### src/rtl/audio_stream_pkg.sv
// Shared types and constants for the audio stream valid/ready/data/last path.
package audio_stream_pkg;

   localparam int DATA_W    = 32;
   localparam int OVF_CNT_W = 16;

   typedef struct packed {
      logic [DATA_W-1:0] data;
      logic              last;
   } beat_t;

endpackage

### src/rtl/audio_frame_packetizer_fifo.sv
// sync_fifo: beat storage for the frame packetizer. Pointers wrap naturally
// (DEPTH is a power of two); occupancy is kept in a separate level counter so
// full and empty are distinguishable without an extra pointer bit.
// The caller guarantees wr_en only when !full || rd_en, and rd_en only when !empty.
module sync_fifo
   import audio_stream_pkg::*;
#(
   parameter int  DEPTH       = 16,
   parameter type beat_type_t = beat_t
) (
   input  logic                     clk,
   input  logic                     rst_n,
   input  logic                     wr_en,
   input  beat_type_t               wr_beat,
   input  logic                     rd_en,
   output beat_type_t               rd_beat,
   output logic                     full,
   output logic                     empty,
   output logic [$clog2(DEPTH):0]   level
);

   localparam int AW = $clog2(DEPTH);
   localparam logic [AW:0] FULL_LVL = (AW + 1)'(DEPTH);

   beat_type_t      mem_q [DEPTH];
   logic [AW-1:0]   wr_ptr_q, wr_ptr_d;
   logic [AW-1:0]   rd_ptr_q, rd_ptr_d;
   logic [AW:0]     level_q, level_d;

   // Storage array; intentionally not reset, the head is masked when empty.
   always_ff @(posedge clk) begin
      if (wr_en) begin
         mem_q[wr_ptr_q] <= wr_beat;
      end
   end

   // Next pointer and occupancy values.
   always_comb begin
      wr_ptr_d = wr_ptr_q;
      rd_ptr_d = rd_ptr_q;
      level_d  = level_q;
      if (wr_en) begin
         wr_ptr_d = wr_ptr_q + AW'(1);
      end
      if (rd_en) begin
         rd_ptr_d = rd_ptr_q + AW'(1);
      end
      case ({wr_en, rd_en})
         2'b10:   level_d = level_q + (AW + 1)'(1);
         2'b01:   level_d = level_q - (AW + 1)'(1);
         default: level_d = level_q;
      endcase
   end

   // Pointer and level registers.
   always_ff @(posedge clk or negedge rst_n) begin
      if (!rst_n) begin
         wr_ptr_q <= '0;
         rd_ptr_q <= '0;
         level_q  <= '0;
      end else begin
         wr_ptr_q <= wr_ptr_d;
         rd_ptr_q <= rd_ptr_d;
         level_q  <= level_d;
      end
   end

   assign rd_beat = mem_q[rd_ptr_q];
   assign full    = (level_q == FULL_LVL);
   assign empty   = (level_q == '0);
   assign level   = level_q;

endmodule

### src/rtl/audio_frame_packetizer.sv
// audio_frame_packetizer: buffers strobed ADC samples and emits them as
// fixed-length valid/ready frames with m_last on the final beat.
// Optional: define PACKETIZER_OVF_CNT_EN to add the saturating ovf_count port.
module audio_frame_packetizer
   import audio_stream_pkg::OVF_CNT_W;
#(
   parameter int DATA_W = 32,
   parameter int DEPTH  = 16,
   parameter int LEN_W  = 16
) (
   input  logic                     clk,
   input  logic                     rst_n,
   input  logic                     sample_valid,
   input  logic [DATA_W-1:0]        sample_data,
   input  logic [LEN_W-1:0]         frame_len,
   output logic                     m_valid,
   input  logic                     m_ready,
   output logic [DATA_W-1:0]        m_data,
   output logic                     m_last,
   output logic [$clog2(DEPTH):0]   level,
   output logic                     overflow
`ifdef PACKETIZER_OVF_CNT_EN
   ,
   output logic [OVF_CNT_W-1:0]     ovf_count
`endif
);

   typedef struct packed {
      logic [DATA_W-1:0] data;
      logic              last;
   } beat_w_t;

   logic              full, empty, hs, accept, drop, beat_last;
   logic [LEN_W-1:0]  len_sel, len_eff;
   logic [LEN_W-1:0]  wcnt_q, wcnt_d;
   logic [LEN_W-1:0]  cur_len_q, cur_len_d;
   logic              overflow_q, overflow_d;
   beat_w_t           wr_beat, rd_beat;

   // Acceptance, frame position tagging and sticky overflow.
   // The last tag uses the length latched in this same cycle at frame start,
   // so a 1-beat frame is tagged correctly on its first sample.
   always_comb begin
      hs           = !empty && m_ready;
      accept       = sample_valid && (!full || hs);
      drop         = sample_valid && !accept;
      len_sel      = (frame_len == '0) ? LEN_W'(1) : frame_len;
      len_eff      = (wcnt_q == '0) ? len_sel : cur_len_q;
      beat_last    = (wcnt_q == len_eff - LEN_W'(1));
      wr_beat.data = sample_data;
      wr_beat.last = beat_last;
      wcnt_d       = wcnt_q;
      cur_len_d    = cur_len_q;
      if (accept) begin
         if (wcnt_q == '0) begin
            cur_len_d = len_sel;
         end
         wcnt_d = beat_last ? '0 : wcnt_q + LEN_W'(1);
      end
      overflow_d = overflow_q | drop;
   end

   // Framing and overflow state.
   always_ff @(posedge clk or negedge rst_n) begin
      if (!rst_n) begin
         wcnt_q     <= '0;
         cur_len_q  <= '0;
         overflow_q <= 1'b0;
      end else begin
         wcnt_q     <= wcnt_d;
         cur_len_q  <= cur_len_d;
         overflow_q <= overflow_d;
      end
   end

`ifdef PACKETIZER_OVF_CNT_EN
   logic [OVF_CNT_W-1:0] ovf_cnt_q, ovf_cnt_d;

   // Saturating count of dropped samples.
   always_comb begin
      ovf_cnt_d = ovf_cnt_q;
      if (drop && (ovf_cnt_q != '1)) begin
         ovf_cnt_d = ovf_cnt_q + OVF_CNT_W'(1);
      end
   end

   // Dropped-sample counter register.
   always_ff @(posedge clk or negedge rst_n) begin
      if (!rst_n) begin
         ovf_cnt_q <= '0;
      end else begin
         ovf_cnt_q <= ovf_cnt_d;
      end
   end

   assign ovf_count = ovf_cnt_q;
`endif

   sync_fifo #(
      .DEPTH       (DEPTH),
      .beat_type_t (beat_w_t)
   ) u_fifo (
      .clk     (clk),
      .rst_n   (rst_n),
      .wr_en   (accept),
      .wr_beat (wr_beat),
      .rd_en   (hs),
      .rd_beat (rd_beat),
      .full    (full),
      .empty   (empty),
      .level   (level)
   );

   assign m_valid  = !empty;
   assign m_data   = empty ? '0 : rd_beat.data;
   assign m_last   = !empty && rd_beat.last;
   assign overflow = overflow_q;

endmodule

### config.mk
export PLATFORM = sky130hd
export DESIGN_NAME = audio_frame_packetizer
export DESIGN_NICKNAME = d
export VERILOG_FILES = /design/src/rtl/audio_stream_pkg.sv /design/src/rtl/audio_frame_packetizer_fifo.sv /design/src/rtl/audio_frame_packetizer.sv
export SDC_FILE = /design/constraint.sdc
export NUM_CORES = 1
export LEC_CHECK = 0
export BUFFER_PORTS_ARGS = -buffer_cell sky130_fd_sc_hd__buf_2
export CAP_MARGIN = 30
export CORE_MARGIN = 4
export CORE_UTILIZATION = 40
export DETAILED_ROUTE_END_ITERATION = 10
export PLACE_DENSITY = 0.67
export RECOVER_POWER = 50
export SYNTH_ARGS = -nofsm -noshare
export SYNTH_HDL_FRONTEND = slang
export SYNTH_SLANG_ARGS = --single-unit
### constraint.sdc
create_clock -name clk -period 4.3 [get_ports clk]
set_input_delay 1.075 -clock clk [delete_from_list [all_inputs] [get_ports clk]]
set_output_delay 1.075 -clock clk [all_outputs]
set_load 0.02 [all_outputs]
After elaboration in Yosys (flattened, before gate mapping)
Memories as Yosys holds them, arrays and structs flattened.
Cells that the tools add are included.
Widths: inputs -> output; s select.
Word-level totals
  word-level logic and storage cells: 37
  RAM bits: 528
  bits of input ports: 52
  output and inout port bits: 40
  memories: 1
  bits in registers: 46
Operators by class
  bitwise logic cells: 1
  reduce and logical (&&, ||, !) cells: 12
  muxes and demuxes: 7
  equality and inequality tests: 4
  add/sub/neg operators: 6
Memory list
  u_fifo.mem_q: depth 16, width 33, read ports 1, clocked after memory_dff 0, wr ports 1, line audio_frame_packetizer_fifo.sv:25  | beat_type_t mem_q [DEPTH];
Operator list (number)
  $mux 16: 3
  $logic_not 16->1: 2
  $mux 32: 1
  $add 16x1->16 const B: 1
  $eq 16x16->1: 1
  $sub 16x1->16 const B: 1
  $pmux 5 s2: 1
  $add 4x1->4 const B: 2
  $add 5x1->5 const B: 1
  $eq 5x5->1 const B: 1
  $logic_not 5->1: 1
  $sub 5x1->5 const B: 1
  $logic_and 1x1->1: 4
  $logic_not 1->1: 3
  $eq 2x1->1 const B: 1
  $eq 2x2->1 const B: 1
  $mux 1: 2
  $reduce_bool 2->1: 1
  $logic_or 1x1->1: 1
  $or 1x1->1: 1

Longest topological paths before layout
  word-level depth: 8
  depth in mapped cells: 18
  gate-level depth less buffers: 15

Hierarchy
Synthesis repeated with hierarchy kept, for this count alone.
Unflattened totals
  cells, all modules: 1244
  area, all modules: 23461.3 µm²
Modules (own cells, without submodules)
  sync_fifo: times used 1, area each 20597.3 µm², cells an instance 906
  audio_frame_packetizer: times used 1, area each 2864.0 µm², cells an instance 338

Worst setup path before layout
Ideal clock, no wire load.
  path type: in2reg
  start: in sample_valid
  end: mem u_fifo.mem_q[0][0] (netlist name) (enable)
  required time: 3836 ps
  stages on the path: 5
  setup slack: -606 ps
  buffers on the path: 2
  data arrival time: 4441 ps
  setup time: 464 ps
  cell sequence: clkbuf_1 > a21boi_1 > clkbuf_1 > nand2_1 > nor3_1
Between the ends
  word-level cells in the longest chain between the ends: 3
Ends and longest elaborated chain
  start: declaration: line audio_frame_packetizer.sv:13  | input logic sample_valid,
  $logic_and 1x1->1: line audio_frame_packetizer.sv:45  | accept = sample_valid && (!full || hs);
  $mux 1: line audio_frame_packetizer_fifo.sv:32  | if (wr_en) begin
  $mux 1 (not written as such): line audio_frame_packetizer_fifo.sv:33  | mem_q[wr_ptr_q] <= wr_beat;
  end: declaration: line audio_frame_packetizer_fifo.sv:25
No other way between the ends.

Worst setup path after layout
  start: reg u_fifo.rd_ptr_q[1]
  end: out m_data[20]
Between the ends
  word-level cells in the longest chain between the ends: 2
Ends and longest elaborated chain
  start: declaration: line audio_frame_packetizer_fifo.sv:27  | logic [AW-1:0] rd_ptr_q, rd_ptr_d;
  start signal: assignment: line audio_frame_packetizer_fifo.sv:63  | rd_ptr_q <= rd_ptr_d;
  $mem_v2 16x33
  $mux 32: line audio_frame_packetizer.sv:115  | assign m_data = empty ? '0 : rd_beat.data;
  end: declaration: line audio_frame_packetizer.sv:18  | output logic [DATA_W-1:0] m_data,
No other way between the ends.

==> out/results.txt <==
Outcome: finished, violations left
Violated checks: capacitance limit, slew limit
Seq. cell area: 17,000 um2
Fin nets: 1,410
Placement Setup Slack: -0.187 ns
Seq pwr share: 39.8%
WL final: 52,400 um
TritonCTS clock tree: built
Max-Cap Viols: 1
Worst Hold Class: reg -> reg
Detailed placement HPWL: 30,800 um
NetSw: 5.76 mW
CP startpoint kind: flip-flop
Die Span Y: 251 um
Clock latency on the worst-skew pair: 0.63 ns
CP Capture Type: output port
Combined area of the multi-input logic cells: 6390 um2
Largest net degree at the start of global routing: 51
Layout cell share with drive strength beyond 1: 30.8%
Fmax: 245 MHz
Slew Viols, Final: 25
Max IR drop VDD: 0.000417 V
Final Critical Period: 4.08 ns
Placed Area: 25,700 um2
Rel. slew slack: -0.382%
Synth Net Count: 1,255
Synth warn: 0
Top cells by area, synth: edfxtp_1 (67%), mux4_2 (16%), dfrtp_1 (4.9%), xnor2_1 (0.89%), and2_1 (0.87%)
DP Cell Count: 2,049
Number of DRC markers in iteration 0: 1,088
Part of the power in the clock network: 26.4%
Die Wd: 251 um
Area Overhead vs Synth: 16.3%
DIE AREA: 62,900 um2
CTS Buf Count: 58
Routability Congestion: 0.945
Combinational power share: 33.8%
Vias: 12.0k
Final Cell Area: 27,400 um2
First-pass GRT wire length: 80,200 um
DRC errors left: 0
GRT Total Usage: 16.7%
PortBufs: 91
Maximum root-to-sink buffer count: 3
Seq/Total Area, Yosys: 72.1%
Hold Vio Cnt, Final: 0
Top-area cell type share of the netlist area: 67.2%
Cells after synthesis: 1,191
Initial antenna violation count: 6
Post-route setup slack: 0.222 ns
Layout Skew: 0.0516 ns
P_int: 12.4 mW
Synthesized cell area: 23,600 um2
Final setup TNS: 0 ns
Period utilization: 94.8%
Root Buffer: clkbuf_16
Grt total ovfl: 0
Filler Cell Count: 4,802
Synth Register Bits: 574
Worst Path Required: 3.22 ns
I/O pin cnt: 92
RSZ-0062 raised after global routing: no
FP Rows: 88
Core ar.: 58,000 um2
Vias in the first global route: 12.6k
Least-Margin Pin Slew: 1.51 ns
CP Class: reg -> out
Ys flop type: edfxtp_1
First-pass iteration count of the detailed router: 7
Synthesized area per cell: 19.8 um2
Async S/R FF share, synth: 8.01%
ANT cells: 0
Switching Fraction: 31.8%
Routed Antenna Nets: 0
Htree depth: 2
Post-route insts no fill: 2,157
Synth unique cells: 67
Crit path DAT: 3.00 ns
Clock-pin slew on the worst setup and hold paths: 0.06 ns
WL per Instance: 24.3 um
Initial Utilization: 40.7%
Post-layout util: 47.3%
Worst R2R Setup Slack: 0.28 ns
Final Setup Violations: 0
Clock Sink Count: 574
CP Max Fanout: 24
Cell Pwr Density: 661 nW/um2
Number of synthesized flops with an enable pin: 528
Vias/cell: 5.54
Yosys top cell by area: edfxtp_1
Leak: 8.99 nW
[synth_stat cells (4+ instances only)]
cell	count
edfxtp_1	528
mux4_2	165
nor2_1	49
dfrtp_1	46
clkbuf_1	39
nand2_1	38
and2_1	33
xnor2_1	24
nor3_1	19
buf_1	18
mux2_2	18
inv_1	17
o21ai_0	16
xor2_1	15
nand3_1	14
nand4_1	14
ha_1	11
nor4_1	11
a21oi_1	9
mux2i_1	8
buf_2	7
nand2b_1	7
or3_1	7
and4_1	5
a211oi_1	4
nor4_4	4
or2_2	4
[per-stage QoR]
stage / total power [mW] / hold WS (ns)
3_3_place_gp: 13.5 / 0.453
4_1_cts: 18.4 / 0.478
5_1_grt: 19.1 / 0.509
3_5_place_dp: 13.6 / 0.455
2_1_floorplan: 11.4 / 0.495
6_report: 18.1 / 0.507
[routing by layer]
layer  part of all wire (%)  vias to the layer above  GRT usage [%]
met3                    5.6                       89           3.30
li1                       -                     5205              -
met4                    2.3                        8           4.25
met2                     49                      340           27.0
met1                     43                     6315           23.6
met5                  0.088                        -              0
[state kept, by name (all words and copies together) (netlist names)]
name and cells:
cur_len_q 16, overflow 1, u_fifo.level 5, u_fifo.mem_q 528
u_fifo.rd_ptr_q 4, u_fifo.wr_ptr_q 4, wcnt_q 16
[power groups by stage]
stage	clock [mW]	sequential [mW]	combinational, mW
2_1_floorplan	0	7.08	4.36
3_3_place_gp	0	7.32	6.14
3_5_place_dp	0	7.36	6.19
4_1_cts	4.90	7.21	6.28
5_1_grt	5.15	7.27	6.65
6_report	4.79	7.21	6.13
[cell families (layout without fill, tap and decap cells)]
group	after synthesis	count (layout)	synth area share (%)
AOI/OAI and AO/OA	61	61	1.80
xor gates and xnor gates	39	39	1.45
adders and majority gates	12	12	0.668
buffers and inverters	84	285	1.47
DFF	574	574	72.1
muxes	191	191	16.9
and+or+nand+nor	230	230	5.60
[timing repair]
| item | CTS | global route |
|---|---|---|
| resized for setup | 0 | 9 |
| hold buffers | 0 | 0 |
| endpoints found under the setup margin | 7 | 20 |
| buffers inserted | 1 | 1 |
[worst max-delay path: stages, from the launching register on]
cell and delay [ns]:
dfrtp_4 0.73, buf_4 0.45, mux4_2 0.38, mux4_2 0.47
and2_1 0.20, buf_2 0.16
[final timing paths]
path	from	endpoint	depth (start not counted)
worst max-delay path	u_fifo.rd_ptr_q[1]$_DFFE_PN0P_	m_data[20]	5
worst min-delay path	overflow$_DFF_PN0_	overflow$_DFF_PN0_	1
worst max register to register	wcnt_q[0]$_DFFE_PN0P_	wcnt_q[4]$_DFFE_PN0P_	15
worst min register to register	overflow$_DFF_PN0_	overflow$_DFF_PN0_	1
max in group asynchronous	rst_n	u_fifo.rd_ptr_q[1]$_DFFE_PN0P_	2
min in group asynchronous	rst_n	u_fifo.level[0]$_DFFE_PN0P_	1
[cell usage in the layout (no fill, tap or decap), types with 8 or more instances in the layout]
master / n
edfxtp_1: 528
mux4_2: 165
clkbuf_16: 58
buf_2: 57
clkbuf_1: 48
buf_4: 46
nor2_1: 42
dfrtp_1: 41
nand2_1: 38
and2_1: 33
xnor2_1: 24
buf_12: 21
mux2_2: 18
inv_1: 17
clkinv_1: 16
nor3_1: 15
xor2_1: 15
o21ai_0: 15
nand3_1: 14
nand4_1: 14
nor4_1: 10
ha_1: 10
a21oi_1: 9
clkinv_2: 8
[area by class of cell]
class                      count  area share, %
clock buffer                  70           5.53
clock inverter                36           1.11
inverter                      17          0.233
multi-input combinational    533           23.3
sequential                   574           62.0
tap                          765           3.49
timing repair buffer         162           4.35
Power figures use the tool's default switching activity.
